**src/rtl/multdiv_pkg.sv**
```systemverilog
`default_nettype none
// ============================================================================
//  Module      : multdiv_pkg
//  Description : Shared types and constants for the multiply/divide
//                sequencing controller: state encoding, default iteration
//                counts and the iteration-counter width derivation.
//  Revision    : 1.0  initial release
// ============================================================================
package multdiv_pkg;

    // Default datapath step counts (radix-4 Booth multiply, restoring divide)
    localparam int c_MULT_ITERS_DEF = 16;
    localparam int c_DIV_ITERS_DEF  = 32;

    // Controller states, encoding fixed so the datapath can decode them directly
    typedef enum logic [1:0] {
        ST_IDLE = 2'd0,
        ST_LOAD = 2'd1,
        ST_RUN  = 2'd2,
        ST_DONE = 2'd3
    } state_t;

    // Counter width large enough to represent the larger of the two counts
    function automatic int cnt_width(input int mult_iters, input int div_iters);
        int max_iters;
        max_iters = (mult_iters > div_iters) ? mult_iters : div_iters;
        return $clog2(max_iters + 1);
    endfunction

    localparam int c_CNT_W_DEF = cnt_width(c_MULT_ITERS_DEF, c_DIV_ITERS_DEF);

endpackage : multdiv_pkg
`default_nettype wire

```
**src/rtl/multdiv_iter_counter.sv**
```systemverilog
`default_nettype none
// ============================================================================
//  Module      : multdiv_iter_counter
//  Description : Iteration counter for the multiply/divide sequencer. Clears
//                synchronously, increments when enabled and flags the last
//                iteration (count == terminal count - 1).
//  Revision    : 1.0  initial release
// ============================================================================
module multdiv_iter_counter
    import multdiv_pkg::*;
#(
    parameter int CNT_W = c_CNT_W_DEF
) (
    input  logic             clk,
    input  logic             rst_n,
    input  logic             i_clear,
    input  logic             i_enable,
    input  logic [CNT_W-1:0] i_n,
    output logic [CNT_W-1:0] o_count,
    output logic             o_at_last
);

    logic [CNT_W-1:0] r_count;

    // Count register: clear has priority over increment
    always_ff @(posedge clk) begin
        if (!rst_n) begin
            r_count <= '0;
        end else if (i_clear) begin
            r_count <= '0;
        end else if (i_enable) begin
            r_count <= r_count + CNT_W'(1);
        end
    end

    assign o_count   = r_count;
    assign o_at_last = (r_count == (i_n - CNT_W'(1)));

endmodule : multdiv_iter_counter
`default_nettype wire

```
**src/rtl/multdiv_ctrl.sv**
```systemverilog
`default_nettype none
// ============================================================================
//  Module      : multdiv_ctrl
//  Description : Sequencing controller for the shared multi-cycle multiply /
//                divide datapath. IDLE -> LOAD -> RUN (N steps) -> DONE, with
//                divide-by-zero short-circuiting LOAD -> DONE. Produces a
//                one-cycle result-ready/exception pulse and a busy stall.
//                Optional macro MULTDIV_ABORT_EN adds the ctrl_abort input
//                which cancels an operation in LOAD or RUN.
//  Revision    : 1.0  initial release
// ============================================================================
module multdiv_ctrl
    import multdiv_pkg::*;
#(
    parameter int MULT_ITERS = c_MULT_ITERS_DEF,
    parameter int DIV_ITERS  = c_DIV_ITERS_DEF,
    parameter int CNT_W      = c_CNT_W_DEF
) (
    input  logic             clock,
    input  logic             ctrl_reset_n,
    input  logic             ctrl_MULT,
    input  logic             ctrl_DIV,
`ifdef MULTDIV_ABORT_EN
    input  logic             ctrl_abort,
`endif
    input  logic             divisor_zero,
    input  logic             dp_overflow,
    output logic             op_load,
    output logic             op_is_div,
    output logic             step_en,
    output logic [CNT_W-1:0] iter_idx,
    output logic             data_resultRDY,
    output logic             data_exception,
    output logic             busy
);

    localparam logic [CNT_W-1:0] c_MULT_N = CNT_W'(MULT_ITERS);
    localparam logic [CNT_W-1:0] c_DIV_N  = CNT_W'(DIV_ITERS);

    state_t           r_state;
    state_t           w_next;
    logic             r_op_is_div;
    logic             r_exc_pending;
    logic             w_abort;
    logic             w_start;
    logic [CNT_W-1:0] w_term;
    logic [CNT_W-1:0] w_count;
    logic             w_at_last;
    logic             w_cnt_clear;
    logic             w_cnt_en;

`ifdef MULTDIV_ABORT_EN
    assign w_abort = ctrl_abort;
`else
    assign w_abort = 1'b0;
`endif

    assign w_start = ctrl_MULT | ctrl_DIV;
    assign w_term  = r_op_is_div ? c_DIV_N : c_MULT_N;

    // Counter only advances in RUN and stops on the last step so it never wraps
    assign w_cnt_en    = (r_state == ST_RUN) && !w_abort && !w_at_last;
    assign w_cnt_clear = (r_state != ST_RUN) || w_abort;

    multdiv_iter_counter #(
        .CNT_W (CNT_W)
    ) u_iter_counter (
        .clk       (clock),
        .rst_n     (ctrl_reset_n),
        .i_clear   (w_cnt_clear),
        .i_enable  (w_cnt_en),
        .i_n       (w_term),
        .o_count   (w_count),
        .o_at_last (w_at_last)
    );

    // Next-state decode; abort only acts before a result exists
    always_comb begin
        w_next = r_state;
        case (r_state)
            ST_IDLE: begin
                if (!w_abort && w_start) begin
                    w_next = ST_LOAD;
                end
            end
            ST_LOAD: begin
                if (w_abort) begin
                    w_next = ST_IDLE;
                end else if (r_op_is_div && divisor_zero) begin
                    w_next = ST_DONE;
                end else begin
                    w_next = ST_RUN;
                end
            end
            ST_RUN: begin
                if (w_abort) begin
                    w_next = ST_IDLE;
                end else if (w_at_last) begin
                    w_next = ST_DONE;
                end
            end
            ST_DONE: begin
                w_next = w_start ? ST_LOAD : ST_IDLE;
            end
            default: begin
                w_next = ST_IDLE;
            end
        endcase
    end

    // State register
    always_ff @(posedge clock) begin
        if (!ctrl_reset_n) begin
            r_state <= ST_IDLE;
        end else begin
            r_state <= w_next;
        end
    end

    // Latch the operation type on acceptance; multiply wins when both pulse
    always_ff @(posedge clock) begin
        if (!ctrl_reset_n) begin
            r_op_is_div <= 1'b0;
        end else if (w_next == ST_LOAD) begin
            r_op_is_div <= !ctrl_MULT;
        end
    end

    // Divide-by-zero is only known in LOAD; carry it into the DONE cycle
    always_ff @(posedge clock) begin
        if (!ctrl_reset_n) begin
            r_exc_pending <= 1'b0;
        end else if ((r_state == ST_LOAD) && (w_next == ST_DONE)) begin
            r_exc_pending <= 1'b1;
        end else if (w_next != ST_DONE) begin
            r_exc_pending <= 1'b0;
        end
    end

    assign op_load        = (r_state == ST_LOAD);
    assign step_en        = (r_state == ST_RUN);
    assign iter_idx       = (r_state == ST_RUN) ? w_count : '0;
    assign data_resultRDY = (r_state == ST_DONE);
    assign data_exception = (r_state == ST_DONE) &&
                            (r_exc_pending || (!r_op_is_div && dp_overflow));
    assign busy           = (r_state != ST_IDLE);
    assign op_is_div      = r_op_is_div;

endmodule : multdiv_ctrl
`default_nettype wire

```
**config.mk**
```make
export PLATFORM = sky130hd
export DESIGN_NAME = multdiv_ctrl
export DESIGN_NICKNAME = d
export VERILOG_FILES = /design/src/rtl/multdiv_pkg.sv /design/src/rtl/multdiv_iter_counter.sv /design/src/rtl/multdiv_ctrl.sv
export SDC_FILE = /design/constraint.sdc
export NUM_CORES = 1
export LEC_CHECK = 0
export BUFFER_PORTS_ARGS = -buffer_cell sky130_fd_sc_hd__buf_2
export CAP_MARGIN = 25
export CORE_ASPECT_RATIO = 1.25
export CORE_UTILIZATION = 35
export CTS_CLUSTER_DIAMETER = 150
export DETAILED_ROUTE_END_ITERATION = 16
export HOLD_SLACK_MARGIN = 0.02
export PLACE_DENSITY = 0.55
export SYNTH_ARGS = -nofsm -noshare
export SYNTH_HDL_FRONTEND = slang
export SYNTH_SLANG_ARGS = --single-unit
```
**constraint.sdc**
```tcl
create_clock -name clock -period 3.3 [get_ports clock]
set_input_delay 0.165 -clock clock [delete_from_list [all_inputs] [get_ports clock]]
set_output_delay 0.165 -clock clock [all_outputs]
set_load 0.05 [all_outputs]
```
==> results of run 1 <==
[cell families after synthesis]
| group | after synthesis | share of synthesized area |
|---|---|---|
| muxes | 1 | 0.0172 |
| buffers and inverters | 7 | 0.0453 |
| xor gates and xnor gates | 4 | 0.0604 |
| adders and majority gates | 6 | 0.129 |
| and+or+nand+nor | 28 | 0.241 |
| DFF | 10 | 0.345 |
| AOI/OAI and AO/OA | 12 | 0.162 |
[registers in the layout, summed over array words and instances, names as in the netlist]
signal / flops
op_is_div: 1
r_exc_pending: 1
r_state: 2
u_iter_counter.o_count: 6
[layout by cell type, fill, tap and decap left out, drive strengths merged, types with 2 or more instances in the layout]
cell / n
buf: 17
dfxtp: 10
inv: 7
nor2: 7
nand2: 6
ha: 6
and2: 5
a21oi: 4
xnor2: 3
clkbuf: 3
nor2b: 2
nor3: 2
and3: 2
nand3: 2
[area by class of cell]
cell class	instances	area (um2)	share of cell area
well taps	18	22.5	0.0317
multi-input cells	51	354	0.498
inverters	7	26.3	0.0370
repair buffers	17	85.1	0.120
clock buffers	3	22.5	0.0317
flip-flops and latches	10	200	0.282
[how the worst max path moves through the flow]
| stage | from | endpoint | slack (ns) | depth (start not counted) |
|---|---|---|---|---|
| floorplan | r_state[0]$_SDFF_PN0_ | op_is_div$_SDFFE_PN0N_ | 1.06 | 7 |
| global placement | r_state[0]$_SDFF_PN0_ | op_is_div$_SDFFE_PN0N_ | 1.48 | 7 |
| detailed placement | r_state[0]$_SDFF_PN0_ | op_is_div$_SDFFE_PN0N_ | 1.42 | 7 |
| CTS | r_state[0]$_SDFF_PN0_ | op_is_div$_SDFFE_PN0N_ | 1.40 | 7 |
| global route | r_state[0]$_SDFF_PN0_ | op_is_div$_SDFFE_PN0N_ | 1.18 | 7 |
| finish | r_state[0]$_SDFF_PN0_ | op_is_div$_SDFFE_PN0N_ | 1.41 | 7 |
[power by group through the flow]
stage / Combinational (W) / Sequential (W) / Clock, W
2_1_floorplan: 0.000212 / 0.000173 / 0
3_3_place_gp: 0.000277 / 0.000163 / 0
3_5_place_dp: 0.000279 / 0.000163 / 0
4_1_cts: 0.000281 / 0.000160 / 0.0000833
5_1_grt: 0.000308 / 0.000166 / 0.0000911
6_report: 0.000280 / 0.000160 / 0.0000798
[routing by layer]
layer,track usage,up-vias
met1,0.169,237
met3,0.0233,2
met4,0.103,0
met5,0,-
met2,0.247,13
li1,-,273
[stage by stage]
step	instance area (um2)	util	hold slack [ns]	power, W
floorplan	581	-	0.311	0.000385
global placement	688	0.441	0.457	0.000440
detailed placement	688	0.441	0.460	0.000443
CTS	711	0.455	0.188	0.000524
global route	711	0.455	0.198	0.000564
finish	711	0.455	0.181	0.000520
==> metrics.cfg, run 1 <==
[outcome]
status = completed

[timing]
drv_slew = 0
setup_violations = 0
fmax_mhz = 529
fin_crit_sh = 0.573
relSlewSlack = 0.690
finalCriticalPeriod_ns = 1.89
worst_pin_slew_ns = 0.462
rsz0062_at_grt = no
finalHoldViolations = 0
tns_ns = 0
skew_ns = 0.00572
finalWorstSetupSlack_ns = 1.41

[power]
comb_power_share = 0.538
power.density_mw_per_mm2 = 731
pwr-share-seq = 0.308
peakVddDrop_mv = 0.232
p_switching_w = 0.000256
switching_share = 0.492
p_leak_nw = 0.351
p_int_w = 0.000264
power_frac_clock = 0.154

[synthesis]
yosysMostFrequentCell = dfxtp_1
synth.distinct_cells = 24
ys.flop_type = dfxtp_1
synthTopCellsByArea = dfxtp_1, ha_1, and2_1
netlist_area_um2 = 581
syn_avg_cell_area_um2 = 8.54
synth_top_area_cell = dfxtp_1
syn-num-nets = 80
synthArstFlopShare = 0
ys.warnings.count = 0
yosys-top-cells-count = dfxtp_1, inv_1, nor2_1
synthCells = 68
ys_ff_latch = 10
synth_top_cell_area_share = 0.345
synth-edff-count = 0
ys_seq_area_frac = 0.345

[setup_path]
arrival_ns = 2.05
reg2reg_depth = 7
cp_common_cell = inv_1
worstPathCellList = inv_1, ha_1, nand2_1, inv_1, and3_1, a311o_1, a2111oi_2
cp-start-kind = register
path_max_fanout = 9
cp_num_buf_inv = 2
worstReg2RegEnd = op_is_div$_SDFFE_PN0N_
max_stage_delay_ns = 0.37
cp-end-kind = register
regToRegSetupSlack_ns = 1.41
reg2reg_from = r_state[0]$_SDFF_PN0_
cp_data_required_time_ns = 3.46
slowest_stage = dfxtp_1
crit_family = compound AO/OA/AOI/OAI gates
crit_type = register to register

[detailed_routing]
dr_total_vias = 525
wl_met2_um = 637
wl_met3_um = 66
antenna_left = 0
vias_per_cell = 4.95
drc = 0
wire_per_inst_um = 11.6
wl_um = 1230
drt-initial-drc-count = 3
firstDrtPassIters = 2
drt-met1-wl_um = 508
topRoutingLayerUsed = met4

[floorplanning]
coreArea_mm2 = 0.00156
die_h_um = 47.5
die-area_mm2 = 0.00183
initial_utilization = 0.372
io_pins = 18
die_x_um = 38.4
rows = 16

[finish]
antenna_cells = 0
fillers = 171
instances_no_fill = 106
areaGrowthSynthToFinish_pct = 22.4
fin_nets = 102
final_layout_size_suffix_gt1_frac = 0.250

[clocking]
htreeDepth = 1
clock_latency_ns = 0.26
cts_inserted_buffers = 3
cts_buffer_depth = 2
cts.sinks = 10
cts_tree = yes
clock-root-buffer = clkbuf_4
clk_pin_slew_ns = 0.06
ctsResizeCount = 0
post_cts_buffers = 0
hold_buffers = 0

[grt]
grt_pass1_wl_um = 1820
antenna_found_initial = 0
grt_max_degree = 10
grtUsageTotal = 0.147
grt_pass1_vias = 437
grt_overflow = 0

[placed_design]
dp_hpwl_um = 956
pre_cts_ws_ns = 1.42
port_buffers = 17
placedCellCount = 103
place.gp.congestion = 0.717

[worst_hold_path]
hp-start = ctrl_reset_n
hp-class = primary input to register
holdPathEnd = r_state[0]$_SDFF_PN0_
holdPathStages = 2

[flow_run]
maxCapViolCount = 0

Power figures use the tool's default switching activity.
==> inputs of run 2 (changes only) <==
--- a/config.mk
+++ b/config.mk
@@ -12,7 +12,7 @@
 export CTS_CLUSTER_DIAMETER = 150
 export DETAILED_ROUTE_END_ITERATION = 16
 export HOLD_SLACK_MARGIN = 0.02
-export PLACE_DENSITY = 0.55
+export PLACE_DENSITY = 0.57
 export SYNTH_ARGS = -nofsm -noshare
 export SYNTH_HDL_FRONTEND = slang
 export SYNTH_SLANG_ARGS = --single-unit
==> constraint.sdc (replaced) <==
create_clock -name clock -period 1.6 [get_ports clock]
set_input_delay 0.08 -clock clock [delete_from_list [all_inputs] [get_ports clock]]
set_output_delay 0.08 -clock clock [all_outputs]
set_load 0.05 [all_outputs]
==> metrics.cfg, run 2 (synthesis gave the netlist of run 1 again) <==
[outcome]
status = completed

[timing]
relSlewSlack = 0.742
finalCriticalPeriod_ns = 1.59
skew_ns = 0.00782
finalHoldViolations = 0
rsz0062_at_grt = yes
setup_violations = 0
fmax_mhz = 628
drv_slew = 0
worst_pin_slew_ns = 0.385
fin_crit_sh = 0.995
hold_ws_ns = 0.0960

[clocking]
cts_tree = yes
cts_inserted_buffers = 3
htreeDepth = 1
hold_buffers = 0
clock-root-buffer = clkbuf_4
cts.sinks = 10
clk_pin_slew_ns = 0.06
cts_buffer_depth = 2
clock_latency_ns = 0.27

[detailed_routing]
firstDrtPassIters = 4
wire_per_inst_um = 10.7
drc = 0
vias_per_cell = 4.97
drt-initial-drc-count = 8
antenna_left = 0
wl_um = 1290
dr_total_vias = 601

[power]
p_leak_nw = 0.430
power.density_mw_per_mm2 = 1420
peakVddDrop_mv = 0.750
power_w = 0.00122

[floorplanning]
io_pins = 18
die-area_mm2 = 0.00183
die_h_um = 47.5
initial_utilization = 0.372
die_x_um = 38.4
coreArea_mm2 = 0.00156
rows = 16

[placed_design]
dpl-instance-area_um2 = 823
place.gp.congestion = 0.712
placedCellCount = 117
dp_hpwl_um = 1040
port_buffers = 17

[finish]
final-seq-area_um2 = 205
layout_common_cells = buf_2, buf_4, dfxtp_1
final_core_utilization = 0.551
final_common_cell = buf_2
final_layout_size_suffix_gt1_frac = 0.437
instances_no_fill = 121
fin_nets = 117
fillers = 160
multi_input_area_um2 = 383
largest_reg_flops = 6
antenna_cells = 0
areaGrowthSynthToFinish_pct = 48.3
design_area_um2 = 861

[worst_hold_path]
hp-class = primary input to register

[grt]
grt_pass1_vias = 516
grt_overflow = 0
grt_pass1_wl_um = 1990
grtUsageTotal = 0.163
antenna_found_initial = 0
grt_max_degree = 7

[setup_path]
cp-end-kind = register
arrival_ns = 1.75
crit_type = register to register
path_max_fanout = 4
cp_data_required_time_ns = 1.76
cp-start-kind = register

[flow_run]
maxCapViolCount = 0

==> run 2: worst max-delay path, stage by stage (launching register included) <==
cell and delay (ns):
dfxtp_2 0.34, inv_2 0.05, ha_4 0.17, nand2_4 0.07, clkinvlp_4 0.08, and3_4 0.17, a311o_1 0.31, a2111oi_2 0.29
==> run 2: layer usage <==
metal | track usage | up-vias | part of all wire
met5 | 0 | - | 0
met4 | 0.145 | 0 | 0.026
met3 | 0.0186 | 4 | 0.046
met2 | 0.302 | 13 | 0.52
met1 | 0.156 | 278 | 0.40
li1 | - | 306 | -
==> run 2: what timing repair did <==
item,CTS,global route
endpoints found under the setup margin,1,1
pin swaps,0,0
buffers inserted,1,0
resized for setup,2,1
==> run 2: worst paths after layout <==
| kind | depth (start not counted) | slack, ns | end | start |
|---|---|---|---|---|
| max | 7 | 0.008 | op_is_div$_SDFFE_PN0N_ | r_state[0]$_SDFF_PN0_ |
| min | 2 | 0.1 | r_state[0]$_SDFF_PN0_ | ctrl_reset_n |
| max reg2reg | 7 | 0.008 | op_is_div$_SDFFE_PN0N_ | r_state[0]$_SDFF_PN0_ |
| min reg2reg | 2 | 0.55 | u_iter_counter.o_count[2]$_SDFFE_PP0P_ | u_iter_counter.o_count[2]$_SDFFE_PP0P_ |
==> run 2: power breakdown <==
part / total (W) / switching [W] / internal, W
logic: 0.000719 / 0.000455 / 0.000264
registers: 0.000334 / 0.0000344 / 0.000299
clock network: 0.000168 / 0.0000816 / 0.0000867
==> run 2: layout make-up <==
class,count,area share
Timing Repair Buffer,32,0.230
Inverter,7,0.0349
Tap cell,18,0.0262
Multi-Input combinational cell,51,0.445
Sequential cell,10,0.238
Clock buffer,3,0.0262
==> run 2: stage by stage <==
stage	setup slack (ns)	setup TNS (ns)
5_1_grt	-0.0948	-0.0948
3_3_place_gp	-0.0329	-0.0329
4_1_cts	-0.00732	-0.00732
2_1_floorplan	-0.306	-0.725
3_5_place_dp	-0.0367	-0.0367
6_report	0.00805	0
